## config.mk

```make
export PLATFORM = sky130hd
export DESIGN_NAME = seq_muldiv_unit
export DESIGN_NICKNAME = d
export VERILOG_FILES = /design/src/rtl/muldiv_pkg.sv /design/src/rtl/muldiv_sign_fix.sv /design/src/rtl/seq_muldiv_unit.sv
export SDC_FILE = /design/constraint.sdc
export NUM_CORES = 1
export LEC_CHECK = 0
export CAP_MARGIN = 20
export CELL_PAD_IN_SITES_DETAIL_PLACEMENT = 1
export CELL_PAD_IN_SITES_GLOBAL_PLACEMENT = 2
export CORE_MARGIN = 4
export CORE_UTILIZATION = 37
export DETAILED_ROUTE_END_ITERATION = 8
export PLACE_DENSITY_LB_ADDON = 0.2
export SLEW_MARGIN = 25
export SYNTH_ARGS = -nofsm -noshare
export SYNTH_HDL_FRONTEND = slang
export SYNTH_SLANG_ARGS = --single-unit
```

## constraint.sdc

```tcl
create_clock -name clk -period 10.25 [get_ports clk]
set_input_delay 1.025 -clock clk [delete_from_list [all_inputs] [get_ports clk]]
set_output_delay 1.025 -clock clk [all_outputs]
set_load 0.01 [all_outputs]
```

## src/rtl/muldiv_pkg.sv

```systemverilog
// rtl/muldiv_pkg.sv - function codes and FSM state type for the sequential multiply/divide unit
package muldiv_pkg;

  localparam int MULT  = 24;
  localparam int MULTU = 25;
  localparam int DIV   = 26;
  localparam int DIVU  = 27;
  localparam int OUT   = 63;

  typedef enum logic [1:0] {
    IDLE,
    RUN,
    FIX,
    DONE
  } state_t;

endpackage

```

## src/rtl/muldiv_sign_fix.sv

```systemverilog
// rtl/muldiv_sign_fix.sv - conditional two's-complement negate, used for operand abs and result fix-up
module muldiv_sign_fix #(
  parameter int W = 32
) (
  input  logic [W-1:0] value,
  input  logic         neg,
  output logic [W-1:0] result
);

  assign result = neg ? (~value + W'(1)) : value;

endmodule

```

## src/rtl/seq_muldiv_unit.sv

```systemverilog
// rtl/seq_muldiv_unit.sv - iterative MULT/MULTU/DIV/DIVU unit, one shift-add or restoring-subtract step per clock
module seq_muldiv_unit
  import muldiv_pkg::*;
#(
  parameter int WIDTH   = 32,
  parameter int FUNCT_W = 6
) (
  input  logic                 clk,
  input  logic                 reset,
  input  logic                 start,
  input  logic [FUNCT_W-1:0]   Signal,
  input  logic [WIDTH-1:0]     dataA,
  input  logic [WIDTH-1:0]     dataB,
  output logic                 busy,
  output logic                 done,
  output logic                 div_by_zero,
  output logic [2*WIDTH-1:0]   dataOut
);

  localparam int CW = $clog2(WIDTH + 1);

  state_t               state;
  state_t               next_state;
  logic [2*WIDTH-1:0]   acc;
  logic [WIDTH-1:0]     opb;
  logic [CW-1:0]        counter;
  logic                 is_div;
  logic                 neg_q;
  logic                 neg_r;
  logic                 dz;

  logic                 div_op;
  logic                 signed_op;
  logic                 valid_op;
  logic                 accept;
  logic                 zero_div;
  logic                 last_step;
  logic [WIDTH-1:0]     abs_a;
  logic [WIDTH-1:0]     abs_b;
  logic [WIDTH+1:0]     add_a;
  logic [WIDTH+1:0]     add_b;
  logic [WIDTH+1:0]     sum;
  logic                 ge;
  logic [2*WIDTH-1:0]   acc_step;
  logic [2*WIDTH-1:0]   prod_fixed;
  logic [WIDTH-1:0]     quo_fixed;
  logic [WIDTH-1:0]     rem_fixed;
  logic [2*WIDTH-1:0]   result;

  assign div_op    = (Signal == FUNCT_W'(DIV)) || (Signal == FUNCT_W'(DIVU));
  assign signed_op = (Signal == FUNCT_W'(MULT)) || (Signal == FUNCT_W'(DIV));
  assign valid_op  = div_op || (Signal == FUNCT_W'(MULT)) || (Signal == FUNCT_W'(MULTU));
  assign accept    = start && valid_op && ((state == IDLE) || (state == DONE));
  assign zero_div  = div_op && (dataB == '0);
  assign last_step = (counter == CW'(WIDTH - 1));

  muldiv_sign_fix #(.W(WIDTH)) u_abs_a (.value(dataA), .neg(signed_op & dataA[WIDTH-1]), .result(abs_a));
  muldiv_sign_fix #(.W(WIDTH)) u_abs_b (.value(dataB), .neg(signed_op & dataB[WIDTH-1]), .result(abs_b));

  // One shared adder: divide subtracts via ~opb + 1, the carry-out is the rem>=divisor test.
  assign add_a = is_div ? {1'b0, acc[2*WIDTH-1:WIDTH-1]} : {2'b00, acc[2*WIDTH-1:WIDTH]};
  assign add_b = is_div ? {1'b0, ~{1'b0, opb}} : {2'b00, (acc[0] ? opb : {WIDTH{1'b0}})};
  assign sum   = add_a + add_b + (WIDTH+2)'(is_div);
  assign ge    = sum[WIDTH+1];

  always_comb begin
    acc_step = {sum[WIDTH:0], acc[WIDTH-1:1]};
    if (is_div) begin
      if (ge) acc_step = {sum[WIDTH-1:0], acc[WIDTH-2:0], 1'b1};
      else    acc_step = {acc[2*WIDTH-2:0], 1'b0};
    end
  end

  muldiv_sign_fix #(.W(2*WIDTH)) u_fix_prod (.value(acc), .neg(neg_q), .result(prod_fixed));
  muldiv_sign_fix #(.W(WIDTH))   u_fix_quo  (.value(acc[WIDTH-1:0]), .neg(neg_q), .result(quo_fixed));
  muldiv_sign_fix #(.W(WIDTH))   u_fix_rem  (.value(acc[2*WIDTH-1:WIDTH]), .neg(neg_r), .result(rem_fixed));

  assign result = is_div ? {rem_fixed, quo_fixed} : prod_fixed;

  always_ff @(posedge clk or posedge reset) begin
    if (reset) state <= IDLE;
    else       state <= next_state;
  end

  always_comb begin
    next_state = state;
    case (state)
      IDLE, DONE: begin
        if (accept)              next_state = zero_div ? DONE : RUN;
        else if (state == DONE)  next_state = IDLE;
      end
      RUN:     if (last_step) next_state = FIX;
      FIX:     next_state = DONE;
      default: next_state = IDLE;
    endcase
  end

  // Status outputs are registered from the state, so they trail it by one clock.
  always_ff @(posedge clk or posedge reset) begin
    if (reset) begin
      acc         <= '0;
      opb         <= '0;
      counter     <= '0;
      is_div      <= 1'b0;
      neg_q       <= 1'b0;
      neg_r       <= 1'b0;
      dz          <= 1'b0;
      busy        <= 1'b0;
      done        <= 1'b0;
      div_by_zero <= 1'b0;
      dataOut     <= '0;
    end else begin
      busy <= (state == RUN) || (state == FIX);
      done <= (state == DONE);
      if (state == RUN) begin
        acc     <= acc_step;
        counter <= last_step ? '0 : counter + CW'(1);
      end
      if (state == FIX) dataOut <= result;
      if (accept) begin
        is_div      <= div_op;
        neg_q       <= signed_op & (dataA[WIDTH-1] ^ dataB[WIDTH-1]);
        neg_r       <= signed_op & dataA[WIDTH-1];
        acc         <= div_op ? {{WIDTH{1'b0}}, abs_a} : {{WIDTH{1'b0}}, abs_b};
        opb         <= div_op ? abs_b : abs_a;
        counter     <= '0;
        dz          <= zero_div;
        div_by_zero <= 1'b0;
        if (zero_div) dataOut <= {dataA, {WIDTH{1'b1}}};
      end
      if (state == DONE) div_by_zero <= dz;
    end
  end

endmodule
```

# --- Yosys cells after proc, flatten, opt, wreduce, memory -nomap -nowiden ---
# Index checks and enable logic that the tools add are counted.
op_classes:
  reduce_logical: 15
  bitwise: 10
  addsub: 8
  eq_ne: 10
  n_mux: 28
op_table:
  columns: ["operator", "n"]
  rows:
  - ["2-to-1 mux 64 bit", 9]
  - ["2-to-1 mux 32 bit", 7]
  - ["adder 32 x 1 -> 32 bit (second input constant)", 4]
  - ["inverter 32 bit", 4]
  - ["2-to-1 mux 33 bit", 2]
  - ["adder 64 x 1 -> 64 bit (second input constant)", 1]
  - ["inverter 64 bit", 1]
  - ["adder 33 x 33 -> 34 bit", 1]
  - ["adder 34 x 1 -> 34 bit", 1]
  - ["inverter 32 -> 33 bit", 1]
  - ["zero test 32 bit", 1]
  - ["== test 6 x 5 -> 1 bit (second input constant)", 5]
  - ["2-to-1 mux 6 bit", 3]
  - ["2-to-1 mux 2 bit", 4]
  - ["adder 6 x 1 -> 6 bit (second input constant)", 1]
  - ["logical OR 1 bit", 6]
  - ["one-hot mux 2 bit (3 select lines)", 1]
  - ["== test 2 bit (second input constant)", 2]
  - ["nonzero test 2 bit", 2]
  - ["bitwise AND 1 bit", 3]
  - ["logical AND 1 bit", 3]
  - ["inequality test 3 bit (second input constant)", 1]
  - ["== test 2 x 1 -> 1 bit (second input constant)", 1]
  - ["zero test 2 bit", 1]
  - ["other kinds (5)", 6]
totals:
  wordCells: 83
  register_bits: 175
  input_bits: 73
  output_inout_bits: 67

# --- Logic depth before layout (Yosys ltp) ---
# Gate-level depths: netlist of run 1.
depth:
  ltp_word: 8
  mapped_depth: 19
  ltp_nobuf: 18

# --- By module ---
# From an unflattened synthesis of run 1, not the netlist that was laid out.
unflattened:
  hier_cells: 2034
  hier_area_um2: 16889.9
by_module_without_submodules:
  columns: ["mod", "cells_per_inst", "seq_area_each_um2", "instances", "area_per_inst_um2"]
  rows:
  - ["seq_muldiv_unit", 1432, 4379.2, 1, 12132.9]
  - ["muldiv_sign_fix (u_abs_a ...)", 99, 0.0, 4, 777.0]
  - ["muldiv_sign_fix (u_fix_prod)", 206, 0.0, 1, 1649.1]

# --- Worst setup path before layout of run 1 ---
# OpenSTA, ideal clock, no wires.
synth_timing:
  kind: "reg2reg"
  start: "register is_div"
  end: "register acc[32]"
  n_path_buf: 6
  stages_incl_launch_ff: 18
  arrival_ps: 4491
  setup_ps: 126
  slack_ps: 5633
  period_less_slack_ps: 4617
  t_required_ps: 10124
  path_cell_list: "dfrtp_1 clkbuf_1 clkbuf_1 buf_1 clkbuf_1 mux2_2 ha_1 clkbuf_1 nand2_1 o211a_1 o31ai_1 a21oi_1 o221ai_1 a21oi_1 a211oi_1 clkbuf_1 a211oi_1 a221o_1"
synth_via:
  elab_chain_cells: 7
  word_cells_on_any_way: 8
  cone_classes: "2 x add/sub; 6 x mux"
synth_rtl:
  columns: ["item", "line_no", "rtl"]
  rows:
  - ["start, declared", "seq_muldiv_unit.sv:27", "logic is_div;"]
  - ["start signal, assigned", "seq_muldiv_unit.sv:121", "is_div <= div_op;"]
  - ["2-to-1 mux 33 bit, on equally long branches", "seq_muldiv_unit.sv:61, seq_muldiv_unit.sv:62", null]
  - ["adder 33 x 33 -> 34 bit", "seq_muldiv_unit.sv:63", "assign sum = add_a + add_b + (WIDTH+2)'(is_div);"]
  - ["adder 34 x 1 -> 34 bit", "seq_muldiv_unit.sv:63", null]
  - ["2-to-1 mux 64 bit", "seq_muldiv_unit.sv:69", "if (ge) acc_step = {sum[WIDTH-1:0], acc[WIDTH-2:0], 1'b1};"]
  - ["2-to-1 mux 64 bit (*)", "seq_muldiv_unit.sv:68", "if (is_div) begin"]
  - ["2-to-1 mux 64 bit (*)", "seq_muldiv_unit.sv:115", "if (state == RUN) begin"]
  - ["2-to-1 mux 64 bit (*)", "seq_muldiv_unit.sv:120", "if (accept) begin"]
  - ["end signal, assigned", "seq_muldiv_unit.sv:116", "acc <= acc_step;"]
  - ["end signal, assigned", "seq_muldiv_unit.sv:124", "acc <= div_op ? {{WIDTH{1'b0}}, abs_a} : {{WIDTH{1'b0}}, abs_b};"]
  - ["end, declared", "seq_muldiv_unit.sv:24", "logic [2*WIDTH-1:0] acc;"]
# Mark *: on every way between the ends. The rest lies on a longest branch, timed or not. The select of a mux whose other input is x is not followed.
# A chain may end at the register's enable or synchronous reset.

# --- Final worst setup path of run 1 ---
layout_timing:
  start: "register is_div"
  end: "register acc[49]"
# Same word-level chain as after synthesis.

==> impl_metrics.prom, run 1 <==
# TYPE chip_impl_metric gauge
chip_impl_metric{name="synth_seq_cells",unit=""} 175
chip_impl_metric{name="groute.usage.overall",unit=""} 0.269
chip_impl_metric{name="num_antenna_cells",unit=""} 0
chip_impl_metric{name="clock-sinks",unit=""} 175
chip_impl_metric{name="die_area",unit="mm^2"} 0.0407
chip_impl_metric{name="clock_insertion_delay_at_the_later_pin_of_the_skew_report",unit="ps"} 460
chip_impl_metric{name="p_leak",unit="nW"} 6.26
chip_impl_metric{name="worst_hold_margin",unit="ps"} 480
chip_impl_metric{name="regArea",unit="mm^2"} 0.00438
chip_impl_metric{name="switching_power_of_the_nets",unit="mW"} 2.70
chip_impl_metric{name="avgViaCountPerCell",unit=""} 5.94
chip_impl_metric{name="p_int",unit="mW"} 2.64
chip_impl_metric{name="drive_above_1_share",unit=""} 0.0700
chip_impl_metric{name="p_per_area",unit="mW/mm^2"} 331
chip_impl_metric{name="io_buffer_count",unit=""} 139
chip_impl_metric{name="post_synth_fa_ha_maj_area_fraction",unit=""} 0.0389
chip_impl_metric{name="setup-violations-final",unit=""} 0
chip_impl_metric{name="worst_case_clock_buffer_depth",unit=""} 2
chip_impl_metric{name="drt_drc_violations_left",unit=""} 0
chip_impl_metric{name="synth_simple_gate_area_share",unit=""} 0.197
chip_impl_info{name="status",value="finished clean"} 1
chip_impl_metric{name="grt-ovfl-total",unit=""} 0
chip_impl_info{name="critical_path_endpoint_category",value="flip-flop"} 1
chip_impl_info{name="unrepaired_setup_endpoints_after_global_routing",value="no"} 1
chip_impl_metric{name="layout.filler_cells",unit=""} 4463
chip_impl_metric{name="reg2reg_slack",unit="ps"} 4410
chip_impl_metric{name="tightestPinTransition",unit="ps"} 1050
chip_impl_metric{name="fin_crit",unit="ps"} 5840
chip_impl_metric{name="drv_slew",unit=""} 0
chip_impl_metric{name="area_growth",unit="%"} 16.0
chip_impl_metric{name="synth_cell_area",unit="mm^2"} 0.0139
chip_impl_metric{name="grt_antenna_before_repair",unit=""} 1
chip_impl_metric{name="detailedRoute.firstPassIterationCount",unit=""} 6
chip_impl_metric{name="cts_htree_levels",unit=""} 4
chip_impl_info{name="worstHoldPathType",value="reg2reg"} 1
chip_impl_metric{name="max_clock_freq",unit="MHz"} 171
chip_impl_metric{name="yosysSeqAreaShare",unit=""} 0.315
chip_impl_metric{name="design.portCount",unit=""} 140
chip_impl_metric{name="synthArstFlopShare",unit=""} 1.00
chip_impl_metric{name="final_routed_wirelength_across_all_metal_layers",unit="um"} 55400
chip_impl_metric{name="synth.distinct_cells",unit=""} 72
chip_impl_info{name="timing.critical_path.from_type",value="flip-flop"} 1
chip_impl_metric{name="critPathArrivalTime",unit="ps"} 6150
chip_impl_metric{name="path_clk_slew",unit="ps"} 80
chip_impl_metric{name="share_seq_of_total_power",unit=""} 0.278
chip_impl_info{name="ys.flop_type",value="dfrtp_1"} 1
chip_impl_info{name="clock_tree_from_tritoncts",value="done"} 1
chip_impl_metric{name="sw_frac_of_total",unit=""} 0.506
chip_impl_metric{name="power.clock.fraction",unit=""} 0.127
chip_impl_metric{name="drt-initial-drc-count",unit=""} 1030
chip_impl_metric{name="dieWidth",unit="um"} 202
chip_impl_metric{name="floorplan.initialDensity",unit=""} 0.378
chip_impl_metric{name="finClkSkew",unit="ps"} 14.0
chip_impl_metric{name="power",unit="mW"} 5.33
chip_impl_metric{name="final-hold-violation-count",unit=""} 0
chip_impl_metric{name="layout.nets",unit=""} 1931
chip_impl_metric{name="post_cts_hold_buffer_count",unit=""} 0
chip_impl_metric{name="synth-compound-area-share",unit=""} 0.243
chip_impl_metric{name="comb_power_share",unit=""} 0.596
chip_impl_info{name="commonest_non_fill_non_tap_cell_in_the_layout",value="nand2_1"} 1
chip_impl_metric{name="pin_count_of_the_biggest_net_entering_global_routing",unit=""} 81
chip_impl_metric{name="routedWlPerCell",unit="um"} 24.1
chip_impl_metric{name="path_max_fanout",unit=""} 37
chip_impl_metric{name="grt_pass1_vias",unit=""} 13800
chip_impl_info{name="timing.setup.critical_path_class",value="reg2reg"} 1
chip_impl_info{name="synth_top_family_by_area",value="compound AO/OA/AOI/OAI gates"} 1
chip_impl_metric{name="vdd.ir_drop.worst",unit="mV"} 0.128
chip_impl_metric{name="standard_cell_core_area",unit="mm^2"} 0.0368
chip_impl_metric{name="cap_viol_max_count",unit=""} 0
chip_impl_metric{name="syn_area_per_cell",unit="um^2"} 7.84
chip_impl_info{name="cts.root.buffer_cell",value="clkbuf_16"} 1
chip_impl_metric{name="gp_congestion",unit=""} 0.915
chip_impl_metric{name="post_cts.repair.setup_buffers",unit=""} 0
chip_impl_metric{name="yosysWarnings",unit=""} 0
chip_impl_metric{name="die_height",unit="um"} 202
chip_impl_metric{name="setup_tns",unit="ps"} 0
chip_impl_metric{name="synth.net_count",unit=""} 1888
chip_impl_metric{name="required",unit="ps"} 10560
chip_impl_metric{name="row_count",unit=""} 70
chip_impl_metric{name="muxShareOfSynthArea",unit=""} 0.0703
chip_impl_metric{name="global_route_wire_length_before_repair",unit="um"} 85800
chip_impl_metric{name="antenna_violating_nets_post_route",unit=""} 0
chip_impl_metric{name="final_min_period_over_clock_period",unit=""} 0.570
chip_impl_info{name="layout_common_cells",value="nand2_1, o21ai_0, dfrtp_1"} 1
chip_impl_metric{name="netlist_instances",unit=""} 1773
chip_impl_metric{name="synth_xor_xnor_area_share",unit=""} 0.0914
chip_impl_metric{name="slew-limit-headroom",unit=""} 0.296
chip_impl_metric{name="num_vias",unit=""} 13600
chip_impl_metric{name="synth_enable_flop_cells",unit=""} 0
chip_impl_metric{name="cts.repair.resized",unit=""} 0
chip_impl_metric{name="post_detailed_placement_half_perimeter_wirelength",unit="um"} 42500
chip_impl_metric{name="cts-buffers-inserted",unit=""} 17
chip_impl_metric{name="multi_input_comb_area",unit="mm^2"} 0.00896
logic make-up after synthesis:
logic type	count (synthesis)
flip-flops	175
adder cells (fa/ha/maj)	42
AO/OA/AOI/OAI	571
multiplexers	94
XOR/XNOR	145
buffers and inverters	159
AND/OR/NAND/NOR	587
final timing paths:
kind                         endpoint  startpoint  cells past startpoint
min in group asynchronous  counter[3]       reset                      2
max reg2reg                   acc[49]      is_div                     15
max                           acc[49]      is_div                     15
max in group asynchronous      is_div       reset                      4
min reg2reg                        dz          dz                      2
min                                dz          dz                      2
area by class of cell:
cell class | instances | area share
sequential | 175 | 0.272
clock inverter | 12 | 0.00768
inverter | 27 | 0.00660
multi-input combinational | 1439 | 0.556
timing repair buffer | 156 | 0.0941
clock buffer | 20 | 0.0277
tap | 468 | 0.0363
state kept, by name, summed over array words and instances, names as in the netlist:
signal / cells
dataOut: 64
opb: 32
state: 2
busy: 1
done: 1
neg_r: 1
div_by_zero: 1
is_div: 1
neg_q: 1
acc: 64
dz: 1
counter: 6
cells in the mapped netlist, types with 12 or more instances:
cell type  instances  area [um^2]
or3_1             23          144
dfrtp_1          175         4380
xnor2_1           61          534
buf_1             12         45.0
or4_1             12         90.1
nor3_1            26          130
ha_1              40          500
o21ai_1           15         75.1
o21ai_0          261         1310
o31ai_1           31          233
nand3_1           26          130
mux2i_1           65          651
o211ai_1          39          293
a21oi_1          116          581
inv_1             26         97.6
nor2_1           118          443
nand2_1          287         1080
mux2_2            29          327
clkbuf_1         111          417
a22oi_1           23          173
xor2_1            84          736
nor4_1            12         75.1
o41ai_1           12          105
per-layer routing:
metal | vias up | global-route usage | routed length (um) | share of wire
li1 | 6394 | - | - | -
met1 | 6784 | 0.389 | 26200 | 0.47
met2 | 399 | 0.410 | 24400 | 0.44
met3 | 60 | 0.0531 | 3510 | 0.063
met4 | 0 | 0.0725 | 1280 | 0.023
met5 | - | 0 | 0 | 0
metrics by stage:
step / area (um^2) / setup slack [ps] / util / instances
6_report: 16100 / 4410 / 0.438 / 2297
3_5_place_dp: 15500 / 4360 / 0.422 / 2265
2_1_floorplan: 13900 / 4480 / - / 1773
5_1_grt: 16100 / 3930 / 0.438 / 2297
3_3_place_gp: 15500 / 4580 / 0.422 / 2265
4_1_cts: 16100 / 4370 / 0.438 / 2297
worst max-delay path, cell delays in order (launching register included):
cell and delay (ps):
dfrtp_4 850, clkinv_1 790, buf_4 450, o21ai_0 230
inv_1 90, fa_1 400, nor2b_1 170, o31a_1 190
o311a_1 220, a31oi_1 250, o221ai_1 330, a21oi_1 160
a211oi_4 770, buf_4 420, mux2i_1 220, o221ai_1 130
power groups by stage:
stage | clock network [mW] | logic [mW] | registers (mW)
after floorplan | 0 | 2.23 | 1.23
after CTS | 0.686 | 3.16 | 1.47
after global placement | 0 | 3.06 | 1.47
after detailed placement | 0 | 3.15 | 1.48
after global routing | 0.714 | 3.53 | 1.52
final | 0.676 | 3.18 | 1.48
Power figures use the tool's default switching activity.
==> inputs of run 2 (changes only) <==
--- a/config.mk
+++ b/config.mk
@@ -9,7 +9,7 @@
 export CELL_PAD_IN_SITES_DETAIL_PLACEMENT = 1
 export CELL_PAD_IN_SITES_GLOBAL_PLACEMENT = 2
 export CORE_MARGIN = 4
-export CORE_UTILIZATION = 37
+export CORE_UTILIZATION = 31
 export DETAILED_ROUTE_END_ITERATION = 8
 export PLACE_DENSITY_LB_ADDON = 0.2
 export SLEW_MARGIN = 25
==> constraint.sdc (replaced) <==
create_clock -name clk -period 5.3 [get_ports clk]
set_input_delay 0.53 -clock clk [delete_from_list [all_inputs] [get_ports clk]]
set_output_delay 0.53 -clock clk [all_outputs]
set_load 0.01 [all_outputs]
==> run 2 against run 1 <==
  * Register-to-register slack got worse by 3700 ps
  * Combinational power increased by 100%
  * Highest routed layer unchanged
  * Die area increased by 19%
  * Routed wire length increased by 3.8%
  * Total power increased by 94%
  * First-iteration DRC count decreased by 1.5%
  * Critical path type unchanged
  * Utilization decreased by 6.9 points
  * Maximum frequency increased by 28%
==> impl_metrics.prom, run 2 (synthesized netlist as in run 1, its figures left out) <==
# TYPE chip_impl_metric gauge
chip_impl_info{name="critPathCapture",value="acc[50]"} 1
chip_impl_metric{name="post_detailed_placement_half_perimeter_wirelength",unit="um"} 45200
chip_impl_info{name="clock_tree_from_tritoncts",value="done"} 1
chip_impl_info{name="commonest_non_fill_non_tap_cell_in_the_layout",value="nand2_1"} 1
chip_impl_metric{name="timing.reg2reg.worst_path_depth",unit=""} 15
chip_impl_metric{name="detailedRoute.firstPassIterationCount",unit=""} 7
chip_impl_metric{name="avgViaCountPerCell",unit=""} 5.58
chip_impl_metric{name="setup_tns",unit="ps"} 0
chip_impl_metric{name="standard_cell_core_area",unit="mm^2"} 0.0442
chip_impl_metric{name="grt-ovfl-total",unit=""} 0
chip_impl_metric{name="comb_power_share",unit=""} 0.614
chip_impl_metric{name="final_area",unit="mm^2"} 0.0163
chip_impl_metric{name="dieWidth",unit="um"} 220
chip_impl_metric{name="reg2reg_slack",unit="ps"} 730
chip_impl_metric{name="critPathArrivalTime",unit="ps"} 4920
chip_impl_metric{name="grt_antenna_before_repair",unit=""} 1
chip_impl_metric{name="path_clk_slew",unit="ps"} 70
chip_impl_metric{name="setup-violations-final",unit=""} 0
chip_impl_metric{name="share_seq_of_total_power",unit=""} 0.263
chip_impl_metric{name="layout.nets",unit=""} 1939
chip_impl_metric{name="groute.usage.overall",unit=""} 0.238
chip_impl_metric{name="final_routed_wirelength_across_all_metal_layers",unit="um"} 57500
chip_impl_info{name="worstHoldPathType",value="reg2reg"} 1
chip_impl_metric{name="slew-limit-headroom",unit=""} 0.348
chip_impl_metric{name="power.clock.fraction",unit=""} 0.123
chip_impl_metric{name="area_growth",unit="%"} 17.5
chip_impl_metric{name="layout.core_utilization",unit=""} 0.369
chip_impl_info{name="layout_common_cells",value="nand2_1, o21ai_0, dfrtp_1"} 1
chip_impl_metric{name="max_clock_freq",unit="MHz"} 219
chip_impl_info{name="cts.root.buffer_cell",value="clkbuf_16"} 1
chip_impl_info{name="timing.critical_path.from_type",value="flip-flop"} 1
chip_impl_metric{name="design.portCount",unit=""} 140
chip_impl_metric{name="gp_congestion",unit=""} 0.864
chip_impl_metric{name="switching_power_of_the_nets",unit="mW"} 5.23
chip_impl_metric{name="final_min_period_over_clock_period",unit=""} 0.862
chip_impl_metric{name="p_per_area",unit="mW/mm^2"} 633
chip_impl_metric{name="global_route_wire_length_before_repair",unit="um"} 87200
chip_impl_metric{name="cts_htree_levels",unit=""} 4
chip_impl_metric{name="antenna_violating_nets_post_route",unit=""} 0
chip_impl_info{name="timing.setup.critical_path_class",value="reg2reg"} 1
chip_impl_metric{name="power",unit="mW"} 10.3
chip_impl_metric{name="fin_crit",unit="ps"} 4570
chip_impl_metric{name="post_cts_hold_buffer_count",unit=""} 0
chip_impl_info{name="status",value="finished clean"} 1
chip_impl_metric{name="whs_path_depth",unit=""} 2
chip_impl_info{name="unrepaired_setup_endpoints_after_global_routing",value="no"} 1
chip_impl_info{name="largestRegisters",value="acc (64), dataOut (64), opb (32)"} 1
chip_impl_metric{name="clock_insertion_delay_at_the_later_pin_of_the_skew_report",unit="ps"} 470
chip_impl_metric{name="final-hold-violation-count",unit=""} 0
chip_impl_metric{name="fin_ws",unit="ps"} 733
chip_impl_metric{name="num_vias",unit=""} 13600
chip_impl_metric{name="worst_case_clock_buffer_depth",unit=""} 2
chip_impl_metric{name="cts-buffers-inserted",unit=""} 17
chip_impl_metric{name="vdd.ir_drop.worst",unit="mV"} 0.275
chip_impl_info{name="crit-reg2reg-launch",value="is_div"} 1
chip_impl_metric{name="clock-sinks",unit=""} 175
chip_impl_info{name="timing_startpoint_of_the_critical_path",value="is_div"} 1
chip_impl_metric{name="routedWlPerCell",unit="um"} 23.7
chip_impl_metric{name="row_count",unit=""} 77
chip_impl_metric{name="die_height",unit="um"} 220
chip_impl_metric{name="tightestPinTransition",unit="ps"} 969
chip_impl_metric{name="post-place-ws",unit="ps"} 807
chip_impl_metric{name="grt_pass1_vias",unit=""} 13500
chip_impl_metric{name="die_area",unit="mm^2"} 0.0483
chip_impl_metric{name="p_leak",unit="nW"} 6.29
chip_impl_metric{name="drt_drc_violations_left",unit=""} 0
chip_impl_metric{name="floorplan.initialDensity",unit=""} 0.314
chip_impl_metric{name="cts.repair.resized",unit=""} 0
chip_impl_metric{name="drv_slew",unit=""} 0
chip_impl_metric{name="io_buffer_count",unit=""} 139
chip_impl_metric{name="pin_count_of_the_biggest_net_entering_global_routing",unit=""} 123
chip_impl_metric{name="required",unit="ps"} 5660
chip_impl_metric{name="cap_viol_max_count",unit=""} 0
chip_impl_metric{name="p_int",unit="mW"} 5.11
chip_impl_info{name="regToRegEndpoint",value="acc[50]"} 1
chip_impl_metric{name="path_max_fanout",unit=""} 32
chip_impl_metric{name="dpl_cell_area",unit="mm^2"} 0.0158
chip_impl_metric{name="drt-initial-drc-count",unit=""} 1015
chip_impl_info{name="critical_path_endpoint_category",value="flip-flop"} 1
chip_impl_metric{name="post_cts.repair.setup_buffers",unit=""} 0
chip_impl_metric{name="sw_frac_of_total",unit=""} 0.506
chip_impl_metric{name="drive_above_1_share",unit=""} 0.0729
chip_impl_metric{name="finClkSkew",unit="ps"} 11.2
## run 2: how the worst min path moves through the flow
stage,start,to,slack (ps)
finish,opb[29],opb[29],500
global route,opb[29],opb[29],520
CTS,opb[29],opb[29],500
detailed placement,opb[29],opb[29],480
global placement,opb[30],opb[30],470
floorplan,dz,dz,450
## run 2: power groups by stage
stage                     clock network, mW  registers, mW  logic (mW)
after floorplan                           0           2.37        4.31
after global placement                    0           2.71        6.18
after detailed placement                  0           2.73        6.28
after CTS                              1.30           2.70        6.31
after global routing                   1.35           2.80        7.00
final                                  1.27           2.72        6.35
## run 2: layout make-up
cell class | count | area, um^2
Tap cell | 592 | 741
Antenna cell | 1 | 2.50
Clock inverter | 14 | 135
Multi-Input combinational cell | 1439 | 8940
Timing Repair Buffer | 164 | 1590
Fill cell | 5288 | 27900
Sequential cell | 175 | 4380
Clock buffer | 18 | 429
Inverter | 27 | 106
## run 2: through the flow
step / hold WS [ps] / cells
after floorplan: 447 / 1773
after global placement: 473 / 2397
after detailed placement: 483 / 2397
after CTS: 498 / 2429
after global routing: 524 / 2429
final: 500 / 2430
## run 2: per-layer routing
layer / global-route usage / part of all wire / routed length (um)
met5: 0 / 0 / 0
met4: 0.0672 / 0.023 / 1340
met3: 0.0327 / 0.045 / 2610
met2: 0.353 / 0.43 / 24600
met1: 0.359 / 0.50 / 29000
## run 2: critical path, stage by stage (launching register included)
cell and delay, ps:
dfrtp_4 620, nor2_2 140, buf_4 310, nand2_1 90, o21ai_0 170, ha_1 300, nor2b_1 140, o31a_1 280
o311a_1 370, a31oi_1 430, o221ai_1 320, a21oi_1 300, o21a_1 500, or2_2 210, a31oi_1 70, o21a_1 190
==> inputs of run 3 (changes only) <==
--- a/config.mk
+++ b/config.mk
@@ -5,14 +5,16 @@
 export SDC_FILE = /design/constraint.sdc
 export NUM_CORES = 1
 export LEC_CHECK = 0
+export ABC_AREA = 1
 export CAP_MARGIN = 20
 export CELL_PAD_IN_SITES_DETAIL_PLACEMENT = 1
 export CELL_PAD_IN_SITES_GLOBAL_PLACEMENT = 2
 export CORE_MARGIN = 4
-export CORE_UTILIZATION = 31
+export CORE_UTILIZATION = 29
 export DETAILED_ROUTE_END_ITERATION = 8
 export PLACE_DENSITY_LB_ADDON = 0.2
 export SLEW_MARGIN = 25
 export SYNTH_ARGS = -nofsm -noshare
 export SYNTH_HDL_FRONTEND = slang
 export SYNTH_SLANG_ARGS = --single-unit
+export TNS_END_PERCENT = 10
==> run 3 against run 2 <==
  * First-iteration DRC count is 32% higher
  * Clock-buffer cell count is 1 lower
  * Clock skew is 9.7 ps higher
==> impl_metrics.prom, run 3 <==
# TYPE chip_impl_metric gauge
chip_impl_info{name="synth.area.top_cells",value="dfrtp_1, nand2_1, nand3_1, nor2_1, inv_1"} 1
chip_impl_metric{name="drive_above_1_share",unit=""} 0.0332
chip_impl_metric{name="layout.nets",unit=""} 2783
chip_impl_metric{name="num_antenna_cells",unit=""} 0
chip_impl_metric{name="yosysWarnings",unit=""} 0
chip_impl_metric{name="tightestPinTransition",unit="ps"} 989
chip_impl_metric{name="dpl.cell_count",unit=""} 3345
chip_impl_metric{name="standard_cell_core_area",unit="mm^2"} 0.0539
chip_impl_info{name="top_layer",value="met4"} 1
chip_impl_metric{name="path_clk_slew",unit="ps"} 90
chip_impl_metric{name="io_buffer_count",unit=""} 139
chip_impl_metric{name="floorplan.initialDensity",unit=""} 0.293
chip_impl_metric{name="synth.distinct_cells",unit=""} 46
chip_impl_metric{name="synth-compound-area-share",unit=""} 0.156
chip_impl_metric{name="avgViaCountPerCell",unit=""} 5.37
chip_impl_metric{name="grt_pass1_vias",unit=""} 18500
chip_impl_info{name="layout_common_cells",value="nand2_1, nand3_1, inv_1, nor2_1, o21ai_0"} 1
chip_impl_info{name="synth_most_common_cell",value="nand2_1"} 1
chip_impl_metric{name="drt_drc_violations_left",unit=""} 0
chip_impl_metric{name="dieWidth",unit="um"} 241
chip_impl_metric{name="post_cts.repair.setup_buffers",unit=""} 0
chip_impl_metric{name="cts-buffers-inserted",unit=""} 17
chip_impl_metric{name="synth_seq_cells",unit=""} 175
chip_impl_metric{name="syn_area_per_cell",unit="um^2"} 6.08
chip_impl_info{name="status",value="finished clean"} 1
chip_impl_info{name="timing.critical_path.max_delay_family",value="buffers and inverters"} 1
chip_impl_metric{name="fin_crit",unit="ps"} 4150
chip_impl_metric{name="cp_num_cells",unit=""} 21
chip_impl_info{name="synth_top_family_by_area",value="simple AND/OR/NAND/NOR gates"} 1
chip_impl_metric{name="whs_path_depth",unit=""} 1
chip_impl_metric{name="cts_htree_levels",unit=""} 4
chip_impl_metric{name="dr_wl_met2",unit="um"} 38000
chip_impl_metric{name="cpPeakStageDelay",unit="ps"} 700
chip_impl_metric{name="muxShareOfSynthArea",unit=""} 0
chip_impl_metric{name="synth_enable_flop_cells",unit=""} 0
chip_impl_metric{name="max_clock_freq",unit="MHz"} 241
chip_impl_metric{name="p_leak",unit="nW"} 8.65
chip_impl_metric{name="die_area",unit="mm^2"} 0.0583
chip_impl_metric{name="setup_tns",unit="ps"} 0
chip_impl_metric{name="synth_simple_gate_area_share",unit=""} 0.386
chip_impl_metric{name="global_route_wire_length_before_repair",unit="um"} 120000
chip_impl_metric{name="synth.net_count",unit=""} 2714
chip_impl_info{name="ys.flop_type",value="dfrtp_1"} 1
chip_impl_metric{name="synth_cell_area",unit="mm^2"} 0.0158
chip_impl_info{name="unrepaired_setup_endpoints_after_global_routing",value="no"} 1
chip_impl_info{name="critical_path_endpoint_category",value="flip-flop"} 1
chip_impl_metric{name="detailedRoute.firstPassIterationCount",unit=""} 5
chip_impl_metric{name="clock_insertion_delay_at_the_later_pin_of_the_skew_report",unit="ps"} 510
chip_impl_info{name="worstPathCellList",value="inv_2 -> buf_4 -> nand3_1 -> o21ai_0 -> inv_1 -> fa_1 -> inv_1 -> fa_1 -> nand2_1 -> inv_1 -> nand2_1 -> nand2_1 -> nand2_1 -> nand2_1 -> nand2_1 -> nand2_1 -> xor2_1 -> nand2_1 -> o211ai_1 -> nand2_1 -> nand2_1"} 1
chip_impl_info{name="cts.root.buffer_cell",value="clkbuf_16"} 1
chip_impl_metric{name="drv_slew",unit=""} 0
chip_impl_info{name="timing.setup.critical_path_class",value="reg2reg"} 1
chip_impl_metric{name="vdd.ir_drop.worst",unit="mV"} 0.308
chip_impl_info{name="commonest_non_fill_non_tap_cell_in_the_layout",value="nand2_1"} 1
chip_impl_metric{name="gp_congestion",unit=""} 1.00
chip_impl_metric{name="pin_count_of_the_biggest_net_entering_global_routing",unit=""} 163
chip_impl_metric{name="path_buf_inv",unit=""} 5
chip_impl_metric{name="timing.reg2reg.worst_path_depth",unit=""} 21
chip_impl_metric{name="critPathArrivalTime",unit="ps"} 4580
chip_impl_metric{name="post_cts_hold_buffer_count",unit=""} 0
chip_impl_info{name="largestRegisters",value="acc (64), dataOut (64), opb (32)"} 1
chip_impl_metric{name="row_count",unit=""} 85
chip_impl_info{name="yosys-top-cells-count",value="nand2_1, nand3_1, nor2_1"} 1
chip_impl_metric{name="yosysSeqAreaShare",unit=""} 0.277
chip_impl_metric{name="worst_case_clock_buffer_depth",unit=""} 2
chip_impl_info{name="clock_tree_from_tritoncts",value="done"} 1
chip_impl_metric{name="cap_viol_max_count",unit=""} 0
chip_impl_metric{name="setup-violations-final",unit=""} 0
chip_impl_metric{name="routed_length_on_met3",unit="um"} 3970
chip_impl_info{name="worstHoldPathType",value="reg2reg"} 1
chip_impl_metric{name="final-hold-violation-count",unit=""} 0
chip_impl_metric{name="cts.repair.resized",unit=""} 0
chip_impl_metric{name="final_routed_wirelength_across_all_metal_layers",unit="um"} 81500
chip_impl_info{name="timing.critical_path.from_type",value="flip-flop"} 1
chip_impl_metric{name="design.portCount",unit=""} 140
chip_impl_metric{name="required",unit="ps"} 5730
chip_impl_info{name="yosys.area.top_type",value="dfrtp_1"} 1
chip_impl_metric{name="synth.top_cell.area_share",unit=""} 0.277
chip_impl_metric{name="synth_xor_xnor_area_share",unit=""} 0.0477
chip_impl_info{name="cp_common_cell",value="nand2_1"} 1
chip_impl_metric{name="finClkSkew",unit="ps"} 20.9
chip_impl_metric{name="antenna_violating_nets_post_route",unit=""} 0
chip_impl_info{name="cpMaxStageDelayCell",value="inv_2"} 1
chip_impl_metric{name="post_synth_fa_ha_maj_area_fraction",unit=""} 0.0342
chip_impl_metric{name="slew-limit-headroom",unit=""} 0.340
chip_impl_metric{name="post-place-ws",unit="ps"} 1200
chip_impl_metric{name="fin_ws",unit="ps"} 1150
chip_impl_metric{name="grt-ovfl-total",unit=""} 0
chip_impl_metric{name="final_min_period_over_clock_period",unit=""} 0.783
chip_impl_metric{name="num_vias",unit=""} 18100
chip_impl_metric{name="path_max_fanout",unit=""} 66
chip_impl_metric{name="grt_antenna_before_repair",unit=""} 0
chip_impl_metric{name="p_per_area",unit="mW/mm^2"} 719
chip_impl_metric{name="routedWlPerCell",unit="um"} 24.1
chip_impl_metric{name="power",unit="mW"} 13.3
chip_impl_metric{name="die_height",unit="um"} 241
chip_impl_metric{name="area_growth",unit="%"} 16.7
chip_impl_metric{name="finalNonFillerCells",unit=""} 3377
chip_impl_metric{name="synthArstFlopShare",unit=""} 1.00
chip_impl_metric{name="drt-initial-drc-count",unit=""} 1342
chip_impl_metric{name="layout.core_utilization",unit=""} 0.342
chip_impl_metric{name="post_detailed_placement_half_perimeter_wirelength",unit="um"} 66300
chip_impl_metric{name="netlist_instances",unit=""} 2599
chip_impl_metric{name="clock-sinks",unit=""} 175
chip_impl_metric{name="met1_length",unit="um"} 36200
chip_impl_metric{name="groute.usage.overall",unit=""} 0.278
==> run 3: cell types whose count changed after synthesis, sizes merged, moves of 65 or more <==
cell | before | now
nand2 | 288 | 794
nand3 | 26 | 321
inv | 26 | 283
nor2 | 118 | 281
o21ai | 276 | 196
mux2i | 65 | 0
==> run 3: metal layers <==
| layer | global-route usage | vias to the layer above |
|---|---|---|
| li1 | - | 8635 |
| met1 | 0.370 | 8951 |
| met2 | 0.456 | 457 |
| met3 | 0.0455 | 104 |
| met4 | 0.107 | 0 |
| met5 | 0 | - |
==> run 3: report_power, final <==
part / internal [mW] / total [mW] / switching (mW)
registers: 1.99 / 2.88 / 0.890
clock network: 0.687 / 1.41 / 0.718
logic: 2.89 / 8.98 / 6.09
total: 5.57 / 13.3 / 7.70
==> run 3: cell families (layout without fill, tap and decap cells) <==
family                     Yosys count  after routing
xor gates and xnor gates            86             86
buffers and inverters              401            483
DFF                                175            175
AOI/OAI and AO/OA                  429            429
and+or+nand+nor                   1466           1466
adders and majority gates           42             42
==> run 3: worst paths after layout <==
path,startpoint,end,slack [ps]
setup / recovery,is_div,acc[42],1150
hold / removal,counter[4],counter[4],470
setup reg to reg,is_div,acc[42],1150
hold reg to reg,counter[4],counter[4],470
max in group asynchronous,reset,opb[10],3620
min in group asynchronous,reset,dataOut[62],540
==> run 3: layout make-up <==
| cell class | instances | area, um^2 |
|---|---|---|
| multi-input cells | 2023 | 9880 |
| well taps | 696 | 871 |
| fillers | 7028 | 35500 |
| clock inverters | 15 | 208 |
| inverters | 286 | 1080 |
| repair buffers | 165 | 1600 |
| flip-flops and latches | 175 | 4380 |
| clock buffers | 17 | 425 |
==> run 3: worst reg2reg max path, delay by kind of cell (launching register included) <==
kind | cells | cell delay, ps
flops | 1 | 500
fa+ha+maj | 2 | 600
simple gates | 11 | 1050
xor+xnor | 1 | 280
compound gates | 2 | 260
buf+inv | 5 | 1400
==> run 3: metrics by stage <==
stage | hold slack [ps] | cell area [um^2]
after floorplan | 434 | 15800
after global placement | 454 | 17800
after detailed placement | 466 | 17800
after CTS | 479 | 18400
after global routing | 503 | 18400
final | 470 | 18400
